--- config.mk ---
export PLATFORM = sky130hd
export DESIGN_NAME = moore_111010_ov
export DESIGN_NICKNAME = d
export VERILOG_FILES = /design/src/rtl/moore_111010_pkg.sv /design/src/rtl/moore_111010_if.sv /design/src/rtl/moore_111010_cnt.sv /design/src/rtl/moore_111010_ov.sv
export SDC_FILE = /design/constraint.sdc
export NUM_CORES = 1
export LEC_CHECK = 0
export CAP_MARGIN = 20
export CORE_AREA = 2 2 39 41
export DETAILED_ROUTE_END_ITERATION = 10
export DIE_AREA = 0 0 41 43
export PLACE_DENSITY_LB_ADDON = 0.3
export SYNTH_ARGS = -nofsm -noshare
export SYNTH_HDL_FRONTEND = slang
export SYNTH_SLANG_ARGS = --single-unit
export TNS_END_PERCENT = 20
--- constraint.sdc ---
create_clock -name clk -period 1.2 [get_ports clk]
set_clock_uncertainty 0.2 [all_clocks]
set_input_delay 0.24 -clock clk [delete_from_list [all_inputs] [get_ports clk]]
set_output_delay 0.24 -clock clk [all_outputs]
set_load 0.05 [all_outputs]
--- src/rtl/moore_111010_pkg.sv ---
// Shared types and constants for the 111010 overlapping Moore detector.
package moore_111010_pkg;

  typedef enum logic [2:0] {
    S0 = 3'd0,  // idle
    S1 = 3'd1,  // "1"
    S2 = 3'd2,  // "11"
    S3 = 3'd3,  // "111"
    S4 = 3'd4,  // "1110"
    S5 = 3'd5,  // "11101"
    S6 = 3'd6   // "111010" detect
  } state_t;

  localparam logic [5:0] PATTERN   = 6'b111010;
  localparam state_t     DET_STATE = S6;

  // A 1 after "11101" leaves "11" as the longest usable suffix, hence S5 -> S2.
  function automatic state_t next_state(input state_t cur, input logic bit_in);
    state_t nxt;
    nxt = S0;
    case (cur)
      S0:      nxt = bit_in ? S1 : S0;
      S1:      nxt = bit_in ? S2 : S0;
      S2:      nxt = bit_in ? S3 : S0;
      S3:      nxt = bit_in ? S3 : S4;
      S4:      nxt = bit_in ? S5 : S0;
      S5:      nxt = bit_in ? S2 : S6;
      S6:      nxt = bit_in ? S1 : S0;
      default: nxt = S0;
    endcase
    return nxt;
  endfunction

endpackage

--- src/rtl/moore_111010_if.sv ---
// Bundle for the detector's serial input, detect flag and detection count.
interface moore_111010_if #(
  parameter int CNT_W = 8
);
  logic             in_seq;
  logic             det_out;
  logic             hit;
  logic [CNT_W-1:0] count;

  modport master (output in_seq, input det_out, input count);
  modport slave  (input in_seq, output det_out, output count);
  modport cnt    (input hit, output count);
endinterface

--- src/rtl/moore_111010_cnt.sv ---
// Saturating detection counter: +1 per hit, holds at all-ones, cleared only by rst.
module moore_111010_cnt (
  input logic         clk,
  input logic         rst,
  moore_111010_if.cnt bus
);

  always_ff @(posedge clk) begin
    if (rst) begin
      bus.count <= '0;
    end else if (bus.hit && !(&bus.count)) begin
      bus.count <= bus.count + 1'b1;
    end
  end

endmodule

--- src/rtl/moore_111010_ov.sv ---
// Moore FSM detecting serial 1,1,1,0,1,0 with overlap; det_out is high in S6 only.
// Optional saturating det_count port is built when MOORE_111010_CNT_EN is defined.
module moore_111010_ov
  import moore_111010_pkg::*;
#(
  parameter int CNT_W = 8
) (
  input  logic             in_seq,
  input  logic             clk,
  input  logic             rst,
  output logic             det_out
`ifdef MOORE_111010_CNT_EN
  ,
  output logic [CNT_W-1:0] det_count
`endif
);

  state_t state;
  state_t state_nxt;

  always_ff @(posedge clk) begin
    if (rst) begin
      state <= S0;
    end else begin
      state <= state_nxt;
    end
  end

  // det_out is decoded from the state register only, never from in_seq.
  always_comb begin
    state_nxt = next_state(state, in_seq);
    det_out   = (state == DET_STATE);
  end

`ifdef MOORE_111010_CNT_EN
  moore_111010_if #(.CNT_W(CNT_W)) u_cnt_if ();

  assign u_cnt_if.hit = (state_nxt == DET_STATE);
  assign det_count    = u_cnt_if.count;

  moore_111010_cnt u_cnt (
    .clk (clk),
    .rst (rst),
    .bus (u_cnt_if.cnt)
  );
`endif

endmodule

# Yosys cells after proc, flatten, opt, wreduce, memory -nomap -nowiden
# Index checks and enable logic that the tools add are counted.
totals:
  in_bits: 3
  wordCells: 16
  regBits: 3
  output_inout_bits: 1
classes:
  eq_ne: 6
  muxes: 7
  n_reduce_logical: 2
op_table:
  columns: ["cell", "n"]
  rows:
  - ["case mux 3 bit (6 select lines)", 1]
  - ["equality test 3 bit (second input constant)", 3]
  - ["2-to-1 mux 3 bit", 3]
  - ["equality test 3 x 2 -> 1 bit (second input constant)", 2]
  - ["2-to-1 mux 2 bit", 2]
  - ["equality test 3 x 1 -> 1 bit (second input constant)", 1]
  - ["zero test 3 bit", 1]
  - ["OR reduction 2 bit", 1]
  - ["2-to-1 mux 1 bit", 1]

# Depth between registers and ports, before layout
# Gate-level depths: netlist of run 1.
depth:
  ltp_word: 3
  ltp_mapped: 2
  mapped_depth_nobuf: 2

# Least setup slack after synthesis of run 1
# OpenSTA, ideal clock, no wires.
synth_path:
  kind: "reg2out"
  startpoint: "reg state[1]"
  endpoint: "out det_out"
  arrival_ps: 737
  path_stages_with_launch: 2
  slack_ps: 23
  n_path_buf: 0
  t_required_ps: 760
  path_cell_list: "dfxtp_1 > and3b_2"
synth_via:
  elab_chain_len: 1
synth_rtl:
  columns: ["element", "line_no", "source"]
  rows:
  - ["start: declaration", "moore_111010_ov.sv:18", "state_t state;"]
  - ["start signal: assignment", "moore_111010_ov.sv:25", "state <= state_nxt;"]
  - ["equality test 3 bit", "moore_111010_ov.sv:32", "det_out = (state == DET_STATE);"]
  - ["end: declaration", "moore_111010_ov.sv:11", "output logic det_out"]
# No other way between the ends.

# Final worst setup path of run 1
layout_path:
  startpoint: "reg state[0]"
  endpoint: "out det_out"
# Same word-level chain as after synthesis.

==> Implementation_results.wiki, run 1 <==
{| class="wikitable"
! Metric !! Value
|-
| Category of the worst setup path launch point || flop
|-
| Yosys cell types || 10
|-
| Net count of the mapped netlist || 16
|-
| Final max-slew violation count || 0
|-
| Number of placement rows || 14
|-
| #FFs+latches synth || 3
|-
| Global-route wire length before repair || 517 µm
|-
| Insertion delay of the later-clocked pin in the worst-skew pair || 0.23 ns
|-
| Core ar. || 1380 µm²
|-
| Clock sink total || 3
|-
| Type of the most critical hold path || reg -> reg
|-
| Post-route setup slack || -0.193 ns
|-
| Status || finished with violations
|-
| Worst Path Max Fanout || 5
|-
| Setup Viol. Count Final || 1
|-
| GR Overflow Total || 0
|-
| RSZ-0062 raised after global routing || true
|-
| Die boundary height || 43 µm
|-
| Final min period || 1.39 ns
|-
| DR DRC count || 0
|-
| Final hold viol count || 0
|-
| Die ar. || 1760 µm²
|-
| Wirelength, routed || 319 µm
|-
| Fraction of layout cells with a size suffix above 1 || 0.458
|-
| H-tree lvl count || 1
|-
| TritonCTS clock tree || done
|-
| Final Net Count || 28
|-
| Clock buffer depth || 2
|-
| Top flop regs || state: 3 flops
|-
| Cell Pwr Density || 1200 nW/µm²
|-
| Startpoint-to-endpoint class of the critical path || reg -> out
|-
| Highest achievable clock rate || 718 MHz
|-
| Overall global routing resource usage || 0.0542
|-
| Number of vias after detailed routing || 139
|-
| Required time worst endpoint || 0.76 ns
|-
| Violations in the final reports || setup timing
|-
| Number of antenna-violating nets in the routed design || 0
|-
| Final Total Pwr || 0.312 mW
|-
| Pin count of the biggest net entering global routing || 6
|-
| Inst Count DP || 36
|-
| Dpl ws || -0.226 ns
|-
| Final Core Density || 0.188
|-
| Worst-case vdd ir drop || 0.000446 V
|-
| Worst-path clk slew || 0.04 ns
|-
| Initial Util || 0.103
|-
| Reg with most FFs || state
|-
| Number of buffers inserted to repair setup after CTS || 0
|-
| Sum of negative setup slack || -0.193 ns
|-
| Routed WL per cell || 7.98 µm
|-
| Iteration-0 DRC Markers || 0
|-
| Number of violations of the max-capacitance limit || 0
|-
| Mapped cell area || 143 µm²
|-
| Worst rel slew slack || 0.886
|-
| DRT Pass-1 Iters || 1
|-
| Endpoint class of the critical path || output port
|-
| Final standard cell count with taps included and fillers excluded || 40
|-
| Fill cells || 161
|-
| Total leakage power || 0.0950 nW
|-
| Die Span X || 41 µm
|-
| Number of warnings issued by yosys || 0
|-
| Clock buffer count from CTS || 3
|-
| Number of flip-flops under the largest register name || 3
|-
| Via count of the first global-routing pass || 149
|-
| CP arrival || 0.95 ns
|-
| Via/cell ratio || 3.48
|-
| Initial antenna violation count || 0
|-
| Antenna fix cells || 0
|-
| Root Driver || clkbuf_4
|-
| Avg Synthesized Cell Area || 11.0 µm²
|-
| Routability congestion estimate || 0.510
|-
| Number of ports placed on the die boundary || 4
|-
| Number of input and output port buffers inserted || 3
|-
| Worst Max-Slew Pin Slew || 0.170 ns
|-
| Number of cells produced by synthesis || 13
|-
| Portion of the clock cycle consumed by the worst path in the final layout || 1.16
|-
| Layout-stage area growth over the synthesis result || 82.5%
|-
| Portion of the post-synthesis area used by sequential elements || 0.421
|}
-- Yosys cell counts --
cell type | instances | share of area
a211oi_1 | 1 | 0.053
a21oi_1 | 1 | 0.035
and3b_2 | 1 | 0.070
dfxtp_1 | 3 | 0.42
nand2b_1 | 2 | 0.088
nand4bb_1 | 1 | 0.079
o22ai_1 | 1 | 0.044
o22ai_2 | 1 | 0.088
or3b_1 | 1 | 0.061
xnor2_1 | 1 | 0.061
-- worst max-delay path, cell delays in order (launching register included) --
cell     delay (ns)
dfxtp_2        0.34
and3b_2        0.23
buf_12         0.15
-- report_power, final --
part / total (mW) / switching (mW) / internal (mW) / leakage (nW)
Clock: 0.179 / 0.0542 / 0.125 / 0.0150
Combinational: 0.0268 / 0.00932 / 0.0174 / 0.0552
Sequential: 0.107 / 0.00255 / 0.104 / 0.0248
Total: 0.312 / 0.0661 / 0.246 / 0.0950
-- through the flow --
step | hold slack [ns] | instance area (µm²)
finish | 0.255 | 260
detailed placement | 0.278 | 233
CTS | 0.241 | 260
global route | 0.268 | 260
floorplan | 0.118 | 143
global placement | 0.277 | 233
-- area by class of cell --
class / count / area, µm² / share of cell area
multi-input cells: 10 / 82.6 / 0.317
repair buffers: 7 / 70.1 / 0.269
flip-flops and latches: 3 / 61.3 / 0.236
clock buffers: 4 / 26.3 / 0.101
well taps: 16 / 20.0 / 0.0769
-- cells in the final DEF, fill, tap and decap left out --
cell	count
o22ai_2	1
buf_4	4
o22ai_1	1
clkdlybuf4s50_1	2
a211oi_1	1
buf_12	1
or3b_1	1
a21oi_1	1
and3b_2	1
dfxtp_2	1
nand2b_1	2
nand4bb_1	1
dfxtp_1	2
clkbuf_1	1
xnor2_1	1
clkbuf_4	3
-- routing by layer --
layer,global-route usage,routed length (µm),vias up
met4,0.0600,0,0
met1,0.0450,164,63
met3,0.0628,16,0
met5,0,0,-
li1,-,-,72
met2,0.0594,138,4
-- what timing repair did --
item                                    CTS  global route
endpoints found under the setup margin    1             1
resized for setup                         1             0
cloned                                    0             0
hold buffers                              0             0
-- logic make-up after synthesis --
group | Yosys count | share of synthesized area
AOI/OAI and AO/OA | 4 | 0.219
and+or+nand+nor | 5 | 0.298
DFF | 3 | 0.421
xor gates and xnor gates | 1 | 0.0614
-- path summary, 6_finish.rpt --
path         slack, ns  endpoint  cells past startpoint      from
max              -0.19   det_out                      2  state[0]
min               0.25  state[0]                      1  state[0]
max reg2reg       0.12  state[2]                      2  state[0]
min reg2reg       0.25  state[0]                      1  state[0]
Power figures use the tool's default switching activity.
==> run 2: changes to the inputs <==
Settings changed: SKIP_CTS_REPAIR_TIMING set to 1.
==> results of run 2 <==
No change in the layout: final DEF, timing and power equal those of run 1.
Main changes from that run: wire length of the first global-routing pass 517 µm -> 469 µm; via count of the first global-routing pass 149 -> 133; overall routing resource usage 0.0542 -> 0.0502; met2 usage 0.0594 -> 0.0469
